File: src/rtl/instr_fetch_pkg.sv
// Shared fetch-stage definitions: word width, alignment mask, FSM states, buffer entry.
package instr_fetch_pkg;

  localparam int          MXLEN       = 32;
  localparam logic [31:0] IALIGN_MASK = 32'h0000_0003;

  typedef enum logic {
    FETCH = 1'b0,
    FAULT = 1'b1
  } fetch_state_t;

  typedef struct packed {
    logic [31:0]      pc;
    logic [MXLEN-1:0] instr;
  } fetch_entry_t;

endpackage

File: src/rtl/instr_fetch_if.sv
// Fetch-stage bus: boot ROM port, decode handshake, redirect request and fault report.
interface instr_fetch_if;
  import instr_fetch_pkg::*;

  logic [31:0]      rom_addr;
  logic [MXLEN-1:0] rom_data;
  logic             out_valid;
  logic             out_ready;
  logic [MXLEN-1:0] out_instr;
  logic [31:0]      out_pc;
  logic             redirect_valid;
  logic [31:0]      redirect_pc;
  logic             fault;
  logic [31:0]      fault_addr;

  modport master (
    output rom_addr, out_valid, out_instr, out_pc, fault, fault_addr,
    input  rom_data, out_ready, redirect_valid, redirect_pc
  );

  modport slave (
    input  rom_addr, out_valid, out_instr, out_pc, fault, fault_addr,
    output rom_data, out_ready, redirect_valid, redirect_pc
  );
endinterface

File: src/rtl/instr_fetch_fifo.sv
// Instruction buffer: pointer-compare FIFO with flush; head is zero while empty.
module fetch_fifo
  import instr_fetch_pkg::*;
#(
  parameter int DEPTH = 2
) (
  input  logic         clk,
  input  logic         rst,
  input  logic         push,
  input  logic         pop,
  input  logic         flush,
  input  fetch_entry_t din,
  output fetch_entry_t dout,
  output logic         full,
  output logic         empty
);
  localparam int AW = $clog2(DEPTH);

  logic [AW:0]  wptr, rptr;
  fetch_entry_t mem [DEPTH];

  // Extra pointer MSB distinguishes wrap-around full from empty.
  assign empty = (wptr == rptr);
  assign full  = (wptr[AW] != rptr[AW]) && (wptr[AW-1:0] == rptr[AW-1:0]);
  assign dout  = empty ? '0 : mem[rptr[AW-1:0]];

  always_ff @(posedge clk or posedge rst) begin
    if (rst) begin
      wptr <= '0;
      rptr <= '0;
    end else if (flush) begin
      rptr <= wptr;
    end else begin
      if (push) wptr <= wptr + 1'b1;
      if (pop)  rptr <= rptr + 1'b1;
    end
  end

  always_ff @(posedge clk) begin
    if (push && !flush) mem[wptr[AW-1:0]] <= din;
  end

endmodule

File: src/rtl/instr_fetch.sv
// Fetch stage: PC register and FETCH/FAULT control feeding a small instruction buffer.
module instr_fetch
  import instr_fetch_pkg::*;
#(
  parameter logic [31:0] RESET_VECTOR = 32'h0000_0000,
  parameter int          FIFO_DEPTH   = 2
) (
  input  logic          clk,
  input  logic          rst,
  instr_fetch_if.master bus
);
  fetch_state_t state, state_nxt;
  logic [31:0]  pc, fault_addr;
  logic         full, empty, pop_req, pop, push, misalign;
  fetch_entry_t head;

  assign misalign = |(bus.redirect_pc & IALIGN_MASK);
  assign pop_req  = !empty && bus.out_ready;
  // A redirect flushes the buffer, so any pop in that cycle is moot.
  assign pop      = pop_req && !bus.redirect_valid;
  assign push     = (state == FETCH) && !bus.redirect_valid && (!full || pop_req);

  always_comb begin
    state_nxt = state;
    if (bus.redirect_valid) state_nxt = misalign ? FAULT : FETCH;
  end

  always_ff @(posedge clk or posedge rst) begin
    if (rst) begin
      state      <= FETCH;
      pc         <= RESET_VECTOR;
      fault_addr <= '0;
    end else begin
      state <= state_nxt;
      if (bus.redirect_valid) begin
        if (misalign) fault_addr <= bus.redirect_pc;
        else          pc         <= bus.redirect_pc;
      end else if (push) begin
        pc <= pc + 32'd4;
      end
    end
  end

  fetch_fifo #(.DEPTH(FIFO_DEPTH)) u_fifo (
    .clk   (clk),
    .rst   (rst),
    .push  (push),
    .pop   (pop),
    .flush (bus.redirect_valid),
    .din   ('{pc: pc, instr: bus.rom_data}),
    .dout  (head),
    .full  (full),
    .empty (empty)
  );

  assign bus.rom_addr   = pc;
  assign bus.out_valid  = !empty;
  assign bus.out_instr  = head.instr;
  assign bus.out_pc     = head.pc;
  assign bus.fault      = (state == FAULT);
  assign bus.fault_addr = fault_addr;

endmodule
File: src/flat_wrapper.sv
// flat-port wrapper written by rule: the top's interface ports become plain ports
module instr_fetch_flat import instr_fetch_pkg::*;
#(
  parameter logic [31:0] RESET_VECTOR = 32'h0000_0000,
  parameter int          FIFO_DEPTH   = 2
)
  (clk, rst, bus_rom_addr, bus_out_valid, bus_out_instr, bus_out_pc, bus_fault, bus_fault_addr, bus_rom_data, bus_out_ready, bus_redirect_valid, bus_redirect_pc);
  instr_fetch_if bus_i ();
  input  logic clk;
  input  logic rst;
  output wire logic [$bits(bus_i.rom_addr)-1:0] bus_rom_addr;
  output wire logic [$bits(bus_i.out_valid)-1:0] bus_out_valid;
  output wire logic [$bits(bus_i.out_instr)-1:0] bus_out_instr;
  output wire logic [$bits(bus_i.out_pc)-1:0] bus_out_pc;
  output wire logic [$bits(bus_i.fault)-1:0] bus_fault;
  output wire logic [$bits(bus_i.fault_addr)-1:0] bus_fault_addr;
  input wire logic [$bits(bus_i.rom_data)-1:0] bus_rom_data;
  input wire logic [$bits(bus_i.out_ready)-1:0] bus_out_ready;
  input wire logic [$bits(bus_i.redirect_valid)-1:0] bus_redirect_valid;
  input wire logic [$bits(bus_i.redirect_pc)-1:0] bus_redirect_pc;
  assign bus_rom_addr = bus_i.rom_addr;
  assign bus_out_valid = bus_i.out_valid;
  assign bus_out_instr = bus_i.out_instr;
  assign bus_out_pc = bus_i.out_pc;
  assign bus_fault = bus_i.fault;
  assign bus_fault_addr = bus_i.fault_addr;
  assign bus_i.rom_data = bus_rom_data;
  assign bus_i.out_ready = bus_out_ready;
  assign bus_i.redirect_valid = bus_redirect_valid;
  assign bus_i.redirect_pc = bus_redirect_pc;
  instr_fetch #(.RESET_VECTOR(RESET_VECTOR), .FIFO_DEPTH(FIFO_DEPTH)) u_core (.clk(clk), .rst(rst), .bus(bus_i));
endmodule
File: config.mk
export PLATFORM = sky130hd
export DESIGN_NAME = instr_fetch_flat
export DESIGN_NICKNAME = d
export VERILOG_FILES = /design/src/rtl/instr_fetch_pkg.sv /design/src/rtl/instr_fetch_if.sv /design/src/rtl/instr_fetch_fifo.sv /design/src/rtl/instr_fetch.sv /design/src/flat_wrapper.sv
export SDC_FILE = /design/constraint.sdc
export NUM_CORES = 1
export LEC_CHECK = 0
export ABC_CLOCK_PERIOD_IN_PS = 3900
export BUFFER_PORTS_ARGS = -buffer_cell sky130_fd_sc_hd__buf_2
export CAP_MARGIN = 40
export CELL_PAD_IN_SITES_DETAIL_PLACEMENT = 1
export CELL_PAD_IN_SITES_GLOBAL_PLACEMENT = 1
export CORE_ASPECT_RATIO = 1.4
export CORE_MARGIN = 1.5
export CORE_UTILIZATION = 30
export CTS_CLUSTER_DIAMETER = 60
export DETAILED_ROUTE_END_ITERATION = 10
export HOLD_SLACK_MARGIN = 0.06
export PLACE_DENSITY_LB_ADDON = 0.05
export SLEW_MARGIN = 20
export SYNTH_ARGS = -nofsm -noshare
export SYNTH_HDL_FRONTEND = slang
export SYNTH_SLANG_ARGS = --single-unit
File: constraint.sdc
create_clock -name clk -period 3.9 [get_ports clk]
set_input_delay 0.39 -clock clk [delete_from_list [all_inputs] [get_ports clk]]
set_output_delay 0.39 -clock clk [all_outputs]
set_load 0.01 [all_outputs]
## Word level (Yosys, flattened, before mapping)

Memory sizes are Yosys's and may differ from the RTL's.
Index checks and enable logic that the tools add are counted.

- Multipliers: 0
- Equal/unequal tests: 4
- Shift operators: 0
- Magnitude comparators: 0
- Bitwise gates (word level): 2
- Div/mod/pow operators: 0
- Mux-type cells: 9
- Reduce and logical (&&, ||, !) cells: 16
- Add/sub/neg operators: 3

Operators by type and width:

| kind | count |
|---|---|
| two-way mux 32 bit | 3 |
| two-way mux 64 bit | 1 |
| adder 32 x 3 -> 32 bit, second input constant | 1 |
| logical AND 1 bit | 6 |
| AND reduction 2 bit | 3 |
| adder 2 x 1 -> 2 bit, second input constant | 2 |
| two-way mux 2 bit | 2 |
| nonzero test 2 bit | 2 |
| logical NOT 1 bit | 3 |
| two-way mux 1 bit | 3 |
| equality test 2 bit | 1 |
| inequality test 2 bit, second input constant | 1 |
| NOT 1 bit | 2 |
| OR reduction 2 bit | 1 |
| equality test 1 bit | 1 |
| logical OR 1 bit | 1 |
| inequality test 1 bit | 1 |

- Latch bits: 0
- Logic and storage cells: 40
- Memories kept: 1
- RAM bits: 128
- Input bits: 68
- Memory bits (read-only): 0
- Register bits: 69
- Output and inout bits: 130

Memory list:

| name | words | width | rd ports | clocked after memory_dff | wr ports | line | text |
|---|---|---|---|---|---|---|---|
| u_core.u_fifo.mem | 2 | 64 | 1 | 0 | 1 | instr_fetch_fifo.sv:20 | `fetch_entry_t mem [DEPTH];` |

## Depth between registers and ports, before layout

- Depth after elaboration: 8
- Gate-level depth with buffers: 7
- Mapped depth without buffers: 6

## Cells and area by module

Synthesis repeated with hierarchy kept, for this count alone.

- Cells, all modules: 617
- Area total of the unflattened synthesis: 8639.5 µm²

Modules (own cells, without submodules):

| module | instances | cells an instance | sequential area each (µm²) | area an instance (µm²) |
|---|---|---|---|---|
| fetch_fifo | 1 | 299 | 3943.8 | 5347.6 |
| instr_fetch | 1 | 318 | 1626.6 | 3291.9 |

## Least setup slack after synthesis

Ideal clock, no wire load.

- Path kind: input port to flip-flop
- From: input port bus_redirect_valid
- To: memory u_core.u_fifo.mem[0][0] in the netlist's numbering, enable pin
- Path buffers: 1
- Setup slack: -0.196 ns
- Stages: 4
- Arrival: 3.609 ns
- Data required time: 3.414 ns
- Setup time: 0.486 ns
- Cell sequence: clkbuf_1 nor2_1 o31ai_4 nor2_1

- Longest elaborated chain between the ends: 6

RTL lines:

| item | line | text |
|---|---|---|
| start, declared | flat_wrapper.sv:19 | `input wire logic [$bits(bus_i.redirect_valid)-1:0] bus_redirect_valid;` |
| logical NOT 1 bit (*) | instr_fetch_fifo.sv:40, instr_fetch.sv:21 |  |
| logical AND 1 bit (2 in series) | instr_fetch.sv:21 | `assign push = (state == FETCH) && !bus.redirect_valid && (!full \|\| pop_req);` |
| logical AND 1 bit (*) | instr_fetch_fifo.sv:40 | `if (push && !flush) mem[wptr[AW-1:0]] <= din;` |
| two-way mux 1 bit (*) | instr_fetch_fifo.sv:40 |  |
| two-way mux 1 bit (not written as such) (*) | instr_fetch_fifo.sv:40 |  |
| end, declared | instr_fetch_fifo.sv:20 |  |

Every way passes the cells marked *; elsewhere a longest branch is shown, timed or not.

## Worst setup path in the final report

- From: register u_core.u_fifo.wptr[1]
- To: output port bus_out_pc[0]

- Longest elaborated chain between the ends: 2

RTL lines:

| item | line | text |
|---|---|---|
| start, declared | instr_fetch_fifo.sv:19 | `logic [AW:0] wptr, rptr;` |
| start signal, assigned | instr_fetch_fifo.sv:34 | `if (push) wptr <= wptr + 1'b1;` |
| equality test 2 bit | instr_fetch_fifo.sv:23 | `assign empty = (wptr == rptr);` |
| two-way mux 64 bit | instr_fetch_fifo.sv:25 | `assign dout = empty ? '0 : mem[rptr[AW-1:0]];` |
| end, declared | flat_wrapper.sv:14 | `output wire logic [$bits(bus_i.out_pc)-1:0] bus_out_pc;` |

No other way between the ends.

==> impl.org <==
** Layout
- The area growth from synthesis to layout is 25.6%.
- Design area :: ~0.010 mm2
- Final Non-Filler Cells :: between 1000 and 1500
- The repair_antennas step left the layout with diodes totalling 0.
- Total area of multi-input combinational cells :: 0.00257 mm2
- Registers take between 0.005 and 0.006 mm2.
- Net total in the final layout :: between 800 and 900
- The layout has 2975 filler cells.
- Of the cells placed in the final design, the portion with a size suffix greater than 1 is 0.356.

** Routing
- Iteration-0 DRC Markers :: 204
- Drt total wl :: between 20000 and 25000 um
- Number of remaining DRC errors :: 0
- The count of nets left with antenna violations once routing finished came out at 0.
- Dividing the detail-routed wire length by the instance count gives a little under 20 um.
- Before antenna repair, the detailed router went through 4 iterations.
- After detailed routing, the number of vias per cell comes to 4.79.
- The routed layout has roughly 5700 vias.

** Place
- Routability-driven placement finished with a final weighted congestion of between 0.7 and 0.8.
- Count of placed standard cells including taps :: approximately 1200
- After detailed placement, the total cell area comes to approximately 0.0098 mm2.
- Port buffering added 197 buffers.
- Hpwl dp :: between 15000 and 20000 um

** Clocking
- Reg clk slew, reported paths :: about 0.070 ns
- Sinks on the clock net :: slightly below 200
- In this run the number of H-tree levels came out at 4.
- Clock tree synthesis selected as its root buffer the cell clkbuf_16.
- Counting along the longest clock path gives a buffer depth of 2.
- The clock reaches the later pin of the worst-skew pair after around 0.43 ns.
- TritonCTS built the clock tree.
- Inserted Clock Buffers :: 17

** Min path
- HP Class :: input port to register
- Counting instances, the worst hold path has a depth of 1.
- The worst hold path terminates at u_core.u_fifo.mem[1][23].
- In this run the most critical hold path is launched from bus_rom_data[23].

** Power and ir drop
- Power comes to just over 7000 uW.
- Cell area power density :: 692 mW/mm2
- IR analysis of the VDD net gives a maximum drop of ~0.4 mV.
- Leakage :: approximately 0.0043 uW

** Floorplanning
- Measured along the x axis, the die boundary spans 144 um.
- The die is approximately 200 um tall.
- In this run the count of I/O pins placed on the die edge is about 200.
- Core area :: roughly 0.027 mm2
- The floorplan has around 70 rows.
- The die covers between 0.02 and 0.03 mm2.
- For this configuration, the core starts out at a cell density of 0.307.

** Setup path
- The worst register-to-register path begins at u_core.u_fifo.rptr[0].
- Worst Setup End Kind :: output port
- Critical path's slowest cell :: buf_4
- Dominant delay contributor by cell family on the critical path :: buffers and inverters
- Critical Path Fanout Max :: 65
- The largest single stage delay on the critical path is ~0.56 ns.
- The setup path with the least slack is of type register to output port.
- CP Buf/Inv Count :: 2
- R2R Path End :: u_core.u_fifo.mem[1][51]
- Critical path launch point type :: register
- Data on the critical path is required at its endpoint by roughly 3.5 ns.
- Arrival time reported for the critical path endpoint :: between 2 and 3 ns
- Cell-by-cell trace of the critical path :: xnor2_1, nor2b_4, buf_4, nor2_1, buf_2
- Depth of the most critical reg-to-reg path :: 4
- R2R setup slack :: ~1.2 ns

** STA
- The max-slew violation count was 0.
- Max-slew headroom at the worst pin :: 0.436
- Dividing the final minimum period by the clock period gives 0.740.
- Based on the critical path, the design can be clocked at up to around 350 MHz.
- Total of endpoints with negative setup slack in the final report :: 0
- The hold violation total from the final report is 0.
- Shortest period the worst path allows :: 2.89 ns
- Total negative slack for setup checks :: 0 ns
- Post-route clock skew :: about 0.0095 ns
- Setup repair after global routing left no endpoint under its margin.
- At the pin with the least slew margin, the transition time is roughly 0.85 ns.

** Run
- The tool flagged a number of max-cap violations equal to 0.

** Synthesis
- Cell types with the highest counts after synthesis :: edfxtp_1 (128), nor2_1 (90), dfrtp_1 (69), mux2i_1 (69), mux2_2 (29)
- Total number of yosys warnings :: 0
- The share of synthesized area in the top cell type comes to 0.463.
- By instance count, the leading cell after synthesis is edfxtp_1.
- Number of enable flip-flop cells after synthesis :: 128
- Synth Cell Area :: 0.00830 mm2
- Post-Synthesis Cells :: around 610
- Sorting the synthesized cells by area gives the leading types as edfxtp_1 (46%), dfrtp_1 (21%), mux2i_1 (8.3%).
- For this run, the register share of the synthesized area comes to 0.671.
- After synthesis, the share of flip-flops with an asynchronous set or reset is 0.350.
- Summed over all instances, the cell type with the most area after synthesis is edfxtp_1.
- After synthesis, the mean cell area works out to ~14 um2.
- The most used flip-flop cell after synthesis is edfxtp_1.
- The number of nets in the synthesized netlist is about 700.
- Seq cells post-synth :: slightly below 200
- Number of distinct library cells after synthesis :: 58

** Global route
- Across every metal layer, demand over resource in global routing totals 0.166.
- Largest net degree at the start of global routing :: between 60 and 70
- The via count of the first global-routing pass is around 6000.
- The first global-routing pass estimated roughly 36000 um of wire.
- For this run the aggregate overflow at the end of global routing stands at 0.
- The initial antenna violation count was 0.

** Outcome
- The run finished with clean final reports.
-- kinds of logic after synthesis --
kind of cell / Yosys count / share of synthesized area
buffers and inverters: 44 / 0.0228
xor gates and xnor gates: 8 / 0.00935
adders and majority gates: 1 / 0.00151
DFF: 197 / 0.671
and+or+nand+nor: 173 / 0.101
muxes: 98 / 0.123
AOI/OAI and AO/OA: 91 / 0.0715
-- through the flow --
stage	hold slack (ns)	utilization	worst slack (ns)
2_1_floorplan	0.489	-	0.776
3_3_place_gp	0.285	0.359	1.05
3_5_place_dp	0.288	0.362	1.12
4_1_cts	0.119	0.386	0.925
5_1_grt	0.112	0.386	0.797
6_report	0.146	0.386	1.01
-- metal layers --
| metal | GRT usage | vias up | wire length [um] |
|---|---|---|---|
| met5 | 0 | - | 0 |
| met2 | 0.305 | 132 | 12400 |
| met4 | 0.0503 | 0 | 369 |
| met3 | 0.0353 | 21 | 853 |
| met1 | 0.192 | 2882 | 9570 |
| li1 | - | 2649 | - |
-- timing repair --
| item | 4_1_cts | 5_1_grt |
|---|---|---|
| hold buffers | 1 | 0 |
| setup buffers | 0 | 0 |
| endpoints found under the hold margin | 4 | 0 |
| setup endpoints to repair | 0 | 0 |
| resized for setup | 0 | 0 |
-- flip-flops by register name, summed over array words and instances (netlist names) --
name	count
u_core.u_fifo.wptr	2
u_core.u_fifo.mem	128
u_core.bus.rom_addr	32
u_core.bus.fault	1
u_core.u_fifo.rptr	2
u_core.bus.fault_addr	32
-- worst max-delay path by stage --
| stage | to | depth (start not counted) | slack, ns | startpoint |
|---|---|---|---|---|
| floorplan | u_core.u_fifo.mem[1][0] | 5 | 0.78 | bus_redirect_valid |
| finish | bus_out_pc[0] | 5 | 1.01 | u_core.u_fifo.wptr[1] |
| global route | bus_out_pc[0] | 5 | 0.80 | u_core.u_fifo.wptr[1] |
| detailed placement | u_core.bus.rom_addr[9] | 8 | 1.12 | bus_redirect_valid |
| global placement | u_core.u_fifo.mem[1][46] | 3 | 1.05 | u_core.u_fifo.rptr[0] |
| CTS | bus_out_pc[1] | 5 | 0.92 | u_core.u_fifo.wptr[1] |
-- layout by cell type (no fill, tap or decap), drive strengths merged, types with 2 or more instances in the layout --
master	count
a211oi	5
a21oi	17
a22oi	7
a311oi	2
a31o	2
a31oi	4
a32oi	2
and2	6
and3	9
buf	210
bufinv	3
clkbuf	21
clkinv	6
dfrtp	69
edfxtp	128
inv	11
mux2	29
mux2i	69
nand2	26
nand3	10
nand4	7
nor2	90
nor3	7
nor4	7
o21ai	28
o22a	2
o22ai	7
o2bb2ai	3
o31ai	3
or2	3
xnor2	4
xor2	4
-- layout make-up --
cell class                      instances  share of cell area
Multi-Input combinational cell        371               0.246
Clock buffer                           20              0.0449
Sequential cell                       197               0.535
Timing Repair Buffer                  212               0.112
Inverter                                9             0.00324
Tap cell                              365              0.0438
Clock inverter                         12              0.0142
-- worst reg2reg max path: cells and delay by family (launching register included) --
kind                   cells  cell delay (ns)
buffers and inverters      1             0.30
XOR/XNOR                   1             0.41
flip-flops                 1             0.67
AO/OA/AOI/OAI              1             0.49
AND/OR/NAND/NOR            1             0.46
-- power by group --
group / total [uW] / switching [uW] / internal, uW / leakage, uW
clock network: 1850 / 790 / 1060 / 0.000303
logic: 2440 / 1460 / 983 / 0.00197
registers: 2920 / 365 / 2550 / 0.00199
Power figures use the tool's default switching activity.
